--- config.mk ---
export PLATFORM = sky130hd
export DESIGN_NAME = fp_div_issue
export DESIGN_NICKNAME = d
export VERILOG_FILES = /design/src/rtl/fp_div_pkg.sv /design/src/rtl/fp_div_req_fifo.sv /design/src/rtl/fp_div_issue.sv
export SDC_FILE = /design/constraint.sdc
export NUM_CORES = 1
export LEC_CHECK = 0
export CORE_MARGIN = 3
export CORE_UTILIZATION = 48
export CTS_BUF_LIST = sky130_fd_sc_hd__clkbuf_16
export CTS_CLUSTER_DIAMETER = 30
export DETAILED_ROUTE_END_ITERATION = 10
export PLACE_DENSITY_LB_ADDON = 0.1
export SYNTH_ARGS = -nofsm -noshare
export SYNTH_HDL_FRONTEND = slang
export SYNTH_SLANG_ARGS = --single-unit
--- constraint.sdc ---
create_clock -name clk -period 2.45 [get_ports clk]
set_input_delay 0.245 -clock clk [delete_from_list [all_inputs] [get_ports clk]]
set_output_delay 0.245 -clock clk [all_outputs]
set_load 0.01 [all_outputs]
--- src/rtl/fp_div_pkg.sv ---
// Shared types and helpers for the fixed-point divider issue stage.
// Holds the control-state encoding and the divide-by-zero result pattern.
package fp_div_pkg;

    typedef enum logic [1:0] {
        IDLE = 2'd0,
        RUN  = 2'd1,
        HOLD = 2'd2
    } state_t;

    function automatic int div_iters(input int width, input int frac_width);
        return width + frac_width;
    endfunction

    // Iteration count of the divider in its default 4-bit Q2.2 configuration.
    localparam int DIV_ITERS = div_iters(4, 2);

    function automatic logic [63:0] dbz_quotient(input int width);
        return (width >= 64) ? {64{1'b1}} : ((64'd1 << width) - 64'd1);
    endfunction

endpackage

--- src/rtl/fp_div_req_fifo.sv ---
// Two-entry request FIFO; head is always the oldest stored entry.
// Push into a full FIFO and pop from an empty one are ignored.
module fp_div_req_fifo
    import fp_div_pkg::*;
#(
    parameter int DW = 8
) (
    input  logic          clk,
    input  logic          reset,
    input  logic          push,
    input  logic          pop,
    input  logic [DW-1:0] din,
    output logic [DW-1:0] head,
    output logic [1:0]    count
);

    logic [DW-1:0] mem_q [2];
    logic [DW-1:0] mem_d [2];
    logic          wr_ptr_q, wr_ptr_d;
    logic          rd_ptr_q, rd_ptr_d;
    logic [1:0]    count_q, count_d;
    logic          push_ok, pop_ok;

    always_comb begin
        push_ok  = push && (count_q != 2'd2);
        pop_ok   = pop && (count_q != 2'd0);
        mem_d    = mem_q;
        wr_ptr_d = wr_ptr_q ^ push_ok;
        rd_ptr_d = rd_ptr_q ^ pop_ok;
        count_d  = count_q + {1'b0, push_ok} - {1'b0, pop_ok};
        if (push_ok) begin
            mem_d[wr_ptr_q] = din;
        end
    end

    always_ff @(posedge clk) begin
        if (reset) begin
            wr_ptr_q <= 1'b0;
            rd_ptr_q <= 1'b0;
            count_q  <= 2'd0;
        end else begin
            wr_ptr_q <= wr_ptr_d;
            rd_ptr_q <= rd_ptr_d;
            count_q  <= count_d;
        end
    end

    // Payload storage needs no reset: count gates every use of it.
    always_ff @(posedge clk) begin
        mem_q <= mem_d;
    end

    assign head  = mem_q[rd_ptr_q];
    assign count = count_q;

endmodule

--- src/rtl/fp_div_issue.sv ---
// Issue/collect stage in front of a go/done fixed-point divider: queues requests,
// sequences the divider, short-circuits divide-by-zero and times out a hung divider.
module fp_div_issue
    import fp_div_pkg::*;
#(
    parameter int WIDTH      = 4,
    parameter int INT_WIDTH  = 2,
    parameter int FRAC_WIDTH = 2,
    parameter int WDOG_SLACK = 4
) (
    input  logic             clk,
    input  logic             reset,
    input  logic             in_valid,
    output logic             in_ready,
    input  logic [WIDTH-1:0] in_left,
    input  logic [WIDTH-1:0] in_right,
    output logic             div_go,
    output logic [WIDTH-1:0] div_left,
    output logic [WIDTH-1:0] div_right,
    input  logic             div_done,
    input  logic [WIDTH-1:0] div_quotient,
    input  logic [WIDTH-1:0] div_remainder,
    output logic             out_valid,
    input  logic             out_ready,
    output logic [WIDTH-1:0] out_quotient,
    output logic [WIDTH-1:0] out_remainder,
    output logic             out_dbz,
    output logic             out_timeout
);

    localparam int ITERS = div_iters(WIDTH, FRAC_WIDTH);
    localparam int LIMIT = ITERS + WDOG_SLACK;
    localparam int WD_W  = $clog2(LIMIT + 1);
    localparam logic [WD_W-1:0]  WD_LAST = WD_W'(LIMIT - 1);
    localparam logic [WIDTH-1:0] DBZ_Q   = WIDTH'(dbz_quotient(WIDTH));

    if (INT_WIDTH + FRAC_WIDTH != WIDTH) begin : g_fmt_check
        $error("fp_div_issue: INT_WIDTH + FRAC_WIDTH must equal WIDTH");
    end

    state_t              state_q, state_d;
    logic [WD_W-1:0]     wdog_q, wdog_d;
    logic [WIDTH-1:0]    quot_q, quot_d;
    logic [WIDTH-1:0]    rem_q, rem_d;
    logic                dbz_q, dbz_d;
    logic                to_q, to_d;

    logic [2*WIDTH-1:0]  fifo_head;
    logic [1:0]          fifo_count;
    logic                fifo_push, fifo_pop;
    logic [WIDTH-1:0]    head_left, head_right;

    assign in_ready   = (fifo_count != 2'd2);
    assign fifo_push  = in_valid && in_ready;
    assign head_left  = fifo_head[2*WIDTH-1:WIDTH];
    assign head_right = fifo_head[WIDTH-1:0];

    fp_div_req_fifo #(
        .DW (2*WIDTH)
    ) u_req_fifo (
        .clk   (clk),
        .reset (reset),
        .push  (fifo_push),
        .pop   (fifo_pop),
        .din   ({in_left, in_right}),
        .head  (fifo_head),
        .count (fifo_count)
    );

    always_comb begin
        state_d  = state_q;
        wdog_d   = wdog_q;
        quot_d   = quot_q;
        rem_d    = rem_q;
        dbz_d    = dbz_q;
        to_d     = to_q;
        fifo_pop = 1'b0;
        case (state_q)
            IDLE: begin
                if (fifo_count != 2'd0) begin
                    if (head_right != '0) begin
                        state_d = RUN;
                        wdog_d  = '0;
                    end else begin
                        // Divide-by-zero never reaches the divider.
                        fifo_pop = 1'b1;
                        state_d  = HOLD;
                        quot_d   = DBZ_Q;
                        rem_d    = head_left;
                        dbz_d    = 1'b1;
                        to_d     = 1'b0;
                    end
                end
            end
            RUN: begin
                wdog_d = wdog_q + 1'b1;
                if (div_done) begin
                    fifo_pop = 1'b1;
                    state_d  = HOLD;
                    quot_d   = div_quotient;
                    rem_d    = div_remainder;
                    dbz_d    = 1'b0;
                    to_d     = 1'b0;
                end else if (wdog_q == WD_LAST) begin
                    fifo_pop = 1'b1;
                    state_d  = HOLD;
                    quot_d   = '0;
                    rem_d    = '0;
                    dbz_d    = 1'b0;
                    to_d     = 1'b1;
                end
            end
            HOLD: begin
                if (out_ready) begin
                    state_d = IDLE;
                end
            end
            default: begin
                state_d = IDLE;
            end
        endcase
    end

    always_ff @(posedge clk) begin
        if (reset) begin
            state_q <= IDLE;
            wdog_q  <= '0;
            quot_q  <= '0;
            rem_q   <= '0;
            dbz_q   <= 1'b0;
            to_q    <= 1'b0;
        end else begin
            state_q <= state_d;
            wdog_q  <= wdog_d;
            quot_q  <= quot_d;
            rem_q   <= rem_d;
            dbz_q   <= dbz_d;
            to_q    <= to_d;
        end
    end

    // Go falls in the done cycle so the divider cannot re-arm on the same operands.
    assign div_go        = (state_q == RUN) && !div_done && !reset;
    assign div_left      = head_left;
    assign div_right     = head_right;
    assign out_valid     = (state_q == HOLD);
    assign out_quotient  = quot_q;
    assign out_remainder = rem_q;
    assign out_dbz       = dbz_q;
    assign out_timeout   = to_q;

endmodule

# Word level (Yosys, flattened, before mapping)
# Cells that the tools add are included.
totals:
  reg_bits: 36
  latchBits: 0
  ram_bits: 0
  romBits: 0
  output_inout_bits: 21
  memories: 0
classes:
  add_sub_neg: 3
  multipliers: 0
  n_div: 0
  n_lt_le_gt_ge: 3
  eq_ne: 9
  shift: 0
  n_mux: 39
  bitwise: 4
  n_reduce_logical: 15
op_table:
  columns: ["op", "count"]
  rows:
  - ["$mux 4", 9]
  - ["$mux 8", 4]
  - ["$pmux 4 s2", 3]
  - ["$bwmux 16", 1]
  - ["$mux 1", 12]
  - ["$mux 2", 5]
  - ["$demux 8 s1", 1]
  - ["$ne 2x2->1 const B", 4]
  - ["$logic_and 1x1->1", 6]
  - ["$pmux 1 s2", 3]
  - ["$pmux 2 s3", 1]
  - ["$reduce_and 3->1", 2]
  - ["$add 4x1->4 const B", 1]
  - ["$eq 4x4->1 const B", 1]
  - ["$ge 2x2->1 const B", 2]
  - ["$not 1->2", 2]
  - ["$reduce_and 4->1", 1]
  - ["$reduce_bool 2->1", 2]
  - ["$reduce_bool 4->1", 1]
  - ["$ne 3x3->1 const B", 1]
  - ["$add 2x1->2", 1]
  - ["$eq 2x1->1 const B", 1]
  - ["$eq 2x2->1 const B", 1]
  - ["$logic_not 1->1", 2]
  - ["5 further kinds", 6]

# Depth between registers and ports, before layout
logic_depth:
  depth_word: 10
  depth_mapped: 12
  mapped_depth_nobuf: 12

# Cells and area by module
# Synthesis repeated with hierarchy kept, for this count alone.
unflattened:
  cells_unflattened: 148
  area_unflattened_um2: 1582.8
modules_own_cells:
  columns: ["mod", "instances", "cells_each", "area_per_inst_um2"]
  rows:
  - ["fp_div_req_fifo", 1, 50, 798.3]
  - ["fp_div_issue", 1, 98, 784.5]

# Worst setup path after synthesis
# No wires, ideal clock.
synth_timing:
  path_type: "reg2reg"
  start: "register wdog_q[1]"
  end: "register u_req_fifo.count_q[1], in the netlist u_req_fifo.count[1]"
  setup_time_ps: 131
  arrival_ps: 1991
  t_required_ps: 2319
  slack_ps: 328
  path_stages_with_launch: 13
  path_buffers: 0
  period_less_slack_ps: 2122
  cell_sequence: "dfxtp_1 -> inv_1 -> ha_1 -> and3b_1 -> o21ai_4 -> o21a_1 -> nor2_1 -> ha_1 -> inv_1 -> ha_1 -> xor2_1 -> xnor2_1 -> nor2_1"
synth_via:
  elab_chain_len: 6
synth_rtl:
  columns: ["element", "line_no", "rtl"]
  rows:
  - ["from (decl)", "fp_div_issue.sv:42", "logic [WD_W-1:0] wdog_q, wdog_d;"]
  - ["from (signal assigned)", "fp_div_issue.sv:134", "wdog_q <= wdog_d;"]
  - ["$eq 4x4->1", "fp_div_issue.sv:104", "end else if (wdog_q == WD_LAST) begin"]
  - ["$mux 1", "fp_div_issue.sv:104", null]
  - ["$mux 1", "fp_div_issue.sv:97", "if (div_done) begin"]
  - ["$pmux 1 s2", "fp_div_issue.sv:78", "case (state_q)"]
  - ["$logic_and 1x1->1", "fp_div_req_fifo.sv:26", "pop_ok = pop && (count_q != 2'd0);"]
  - ["$sub 2x1->2", "fp_div_req_fifo.sv:30", "count_d = count_q + {1'b0, push_ok} - {1'b0, pop_ok};"]
  - ["to (signal assigned)", "fp_div_req_fifo.sv:44", "count_q <= count_d;"]
  - ["to (decl)", "fp_div_req_fifo.sv:21", "logic [1:0] count_q, count_d;"]
# Every way passes these cells.
# A chain may end at the register's enable or synchronous reset.

# Worst setup path after layout
layout_timing:
  start: "register state_q[0]"
  end: "output div_go"
layout_via:
  elab_chain_len: 3
layout_rtl:
  columns: ["element", "line_no", "rtl"]
  rows:
  - ["from (decl)", "fp_div_issue.sv:41", "state_t state_q, state_d;"]
  - ["from (signal assigned)", "fp_div_issue.sv:133", "state_q <= state_d;"]
  - ["$eq 2x1->1", "fp_div_issue.sv:143", "assign div_go = (state_q == RUN) && !div_done && !reset;"]
  - ["$logic_and 1x1->1 (2 in series)", "fp_div_issue.sv:143", null]
  - ["to (decl)", "fp_div_issue.sv:17", "output logic div_go,"]
# Every way passes these cells.

==> out/qor.yml <==
clockPowerShare_pct: 27.3
synthCells: 141
yosys_warnings: 0
relSlewSlack_pct: 54.3
avgSynthCellArea_um2: 11.4
r2r_start: "wdog_q[1]$_SDFFE_PP0P_"
ys_seq_area_share_pct: 55.0
std_cell_rows: 20
cts_root_buf: "clkbuf_16"
synth_area_um2: 1600
totalPowerFinal_mw: 2.20
power_density_nw_per_um2: 997
grt-ovfl-total: 0
cp_slowest_stage_delay_ns: 0.60
nets: 214
grt_use_total_pct: 18.0
grtUsageMet1_pct: 21.3
fin_crit_sh_pct: 88.9
use_met2_pct: 29.5
drt-total-wl_mm: 3.27
dieArea_um2: 4070
numPortBuffers: 41
drt-wirelength-per-cell_um: 14.1
async_reset_ff_share_pct: 0
internal_power_mw: 1.51
cts_setup_buffers: 0
setup-tns-final_ns: 0
power_leakage_nw: 0.814
clock_latency_ns: 0.28
via_per_inst: 5.16
hold_class: "flip-flop to flip-flop"
switchingPower_mw: 0.692
grt_max_degree: 18
clockBufferDepth: 2
dieHeight_um: 63.8
fin_hold_ws_ns: 0.468
r2r_slack_ns: 0.32
core_area_um2: 3130
final_cell_area_um2: 2210
path_class: "flip-flop to primary output"
crit_path_end_kind: "primary output"
cts_tree: "yes"
critPathLaunchType: "flip-flop"
fin_crit_ns: 2.18
antenna_left: 0
min_from: "out_timeout$_SDFFE_PP0P_"
drive_above_1_share_pct: 16.5
hold_viol: 0
combPwrFrac_pct: 34.0
antenna_cells: 0
tightestPinTransition_ns: 0.685
ios: 42
synth_edf_count: 16
synth.distinct_cells: 37
worst_ep_arrival_time_ns: 1.93
drt_first_iter_violations: 88
remaining_drc_errors: 0
peakVddDrop_v: 0.000623
met3_usage_pct: 7.03
cp_slowest_cell: "clkdlybuf4s50_1"
antenna_found_initial: 0
swShare_pct: 31.5
cts_max_level: 2
slew_violations: 0
startpoint: "state_q[0]$_SDFFE_PP0P_"
cp_data_required_time_ns: 2.20
area_growth_syn_to_layout_pct: 37.6
cap_viol_max_count: 0
cp_max_fo: 8
clk_pin_slew_worst_paths_ns: 0.05
cts_sinks: 36
path_buf_inv: 1
rsz0062_at_grt: "no"
grt_pass1_wl_mm: 5.57
vias: 1196
final_util_pct: 70.5
status: "finished clean"
hpwlAfterDp_mm: 2.39
finalClockSkew_ns: 0.00332
syn_nets: 168
dpl_cell_area_um2: 2070
cts_buffers: 5
cts_hold_buffers: 0
setup_viol: 0
die_x_um: 63.8
globalplace.congestion: 0.776
start_util_pct: 51.2
post_cts_resized: 0
top_usage_layer: "met2"
seqPwrFrac_pct: 38.7
path_cells: "nand2b_1, nor3_1, clkdlybuf4s50_1"
synthFlopType: "dfxtp_1"
cp_top_family: "buffers and inverters"
timing.fmax_ghz: 0.459
drt_pass1_iterations: 3
grt_pass1_vias: 1206
ys_seq_elements: 36
[area by class of cell]
class / instances / area, um^2
Clock buffer: 5 / 125
Clock inverter: 3 / 13.8
Fill cell: 246 / 922
Inverter: 8 / 30.0
Multi-Input combinational cell: 91 / 661
Sequential cell: 36 / 881
Tap cell: 44 / 55.1
Timing Repair Buffer: 45 / 440
[layer usage]
metal	vias to the layer above	routed length (um)	part of all wire, %
met2	28	1570	48
met5	-	0	0
met4	0	55	1.7
met1	565	1450	44
met3	5	193	5.9
li1	598	-	-
[power groups by stage]
stage | sequential [mW] | clock [mW] | combinational (mW)
floorplan | 0.865 | 0 | 0.450
detailed placement | 0.863 | 0 | 0.753
global route | 0.867 | 0.643 | 0.831
global placement | 0.856 | 0 | 0.733
CTS | 0.850 | 0.617 | 0.760
finish | 0.851 | 0.600 | 0.749
[placed cells by master, fill, tap and decap left out, types with 4 or more instances in the layout]
master           instances
clkdlybuf4s50_1         41
dfxtp_1                 20
edfxtp_1                16
nor2_1                  14
a21oi_1                 12
inv_1                    8
mux2_2                   8
nand2_1                  8
ha_1                     6
nand3_1                  5
clkbuf_16                5
o21ai_0                  4
a311oi_1                 4
buf_4                    4
[worst paths after layout]
kind / to / cells past startpoint
worst max-delay path: div_go / 3
worst min-delay path: out_timeout$_SDFFE_PP0P_ / 2
worst max register to register: u_req_fifo.count[1]$_SDFF_PP0_ / 12
worst min register to register: out_timeout$_SDFFE_PP0P_ / 2
[cell families (layout without fill, tap and decap cells)]
logic type	count (synthesis)	after routing	synth area share, %
and+or+nand+nor	47	47	16.8
DFF	36	36	55.0
AOI/OAI and AO/OA	27	27	12.2
buffers and inverters	14	61	3.82
muxes	9	9	6.48
adders and majority gates	6	6	4.68
xor gates and xnor gates	2	2	1.09
[cells in the mapped netlist, types with 4 or more instances]
library cell / number / area share (%)
a311oi_1: 4 / 2.2
edfxtp_1: 16 / 30
inv_1: 8 / 1.9
nand2_1: 8 / 1.9
o21ai_0: 4 / 1.2
ha_1: 6 / 4.7
a21oi_1: 12 / 3.7
dfxtp_1: 20 / 25
mux2_2: 8 / 5.6
nand3_1: 5 / 1.6
nor2_1: 14 / 3.3
[worst min-delay path, stage by stage, from the launching register on]
cell       delay [ns]
dfxtp_1          0.31
nand2_1          0.06
o2bb2ai_1        0.05
[sequential cells by signal, summed over array words and instances (netlist names)]
| signal | flops |
|---|---|
| out_dbz | 1 |
| out_timeout | 1 |
| u_req_fifo.count | 2 |
| out_quotient | 4 |
| u_req_fifo.wr_ptr_q | 1 |
| wdog_q | 4 |
| state_q | 2 |
| out_remainder | 4 |
| u_req_fifo.mem_q | 16 |
| u_req_fifo.rd_ptr_q | 1 |
[through the flow]
stage | instances | setup WS (ns)
floorplan | 141 | 0.328
detailed placement | 224 | 0.325
finish | 232 | 0.272
global route | 232 | 0.119
global placement | 224 | 0.391
CTS | 232 | 0.282
Power figures use the tool's default switching activity.
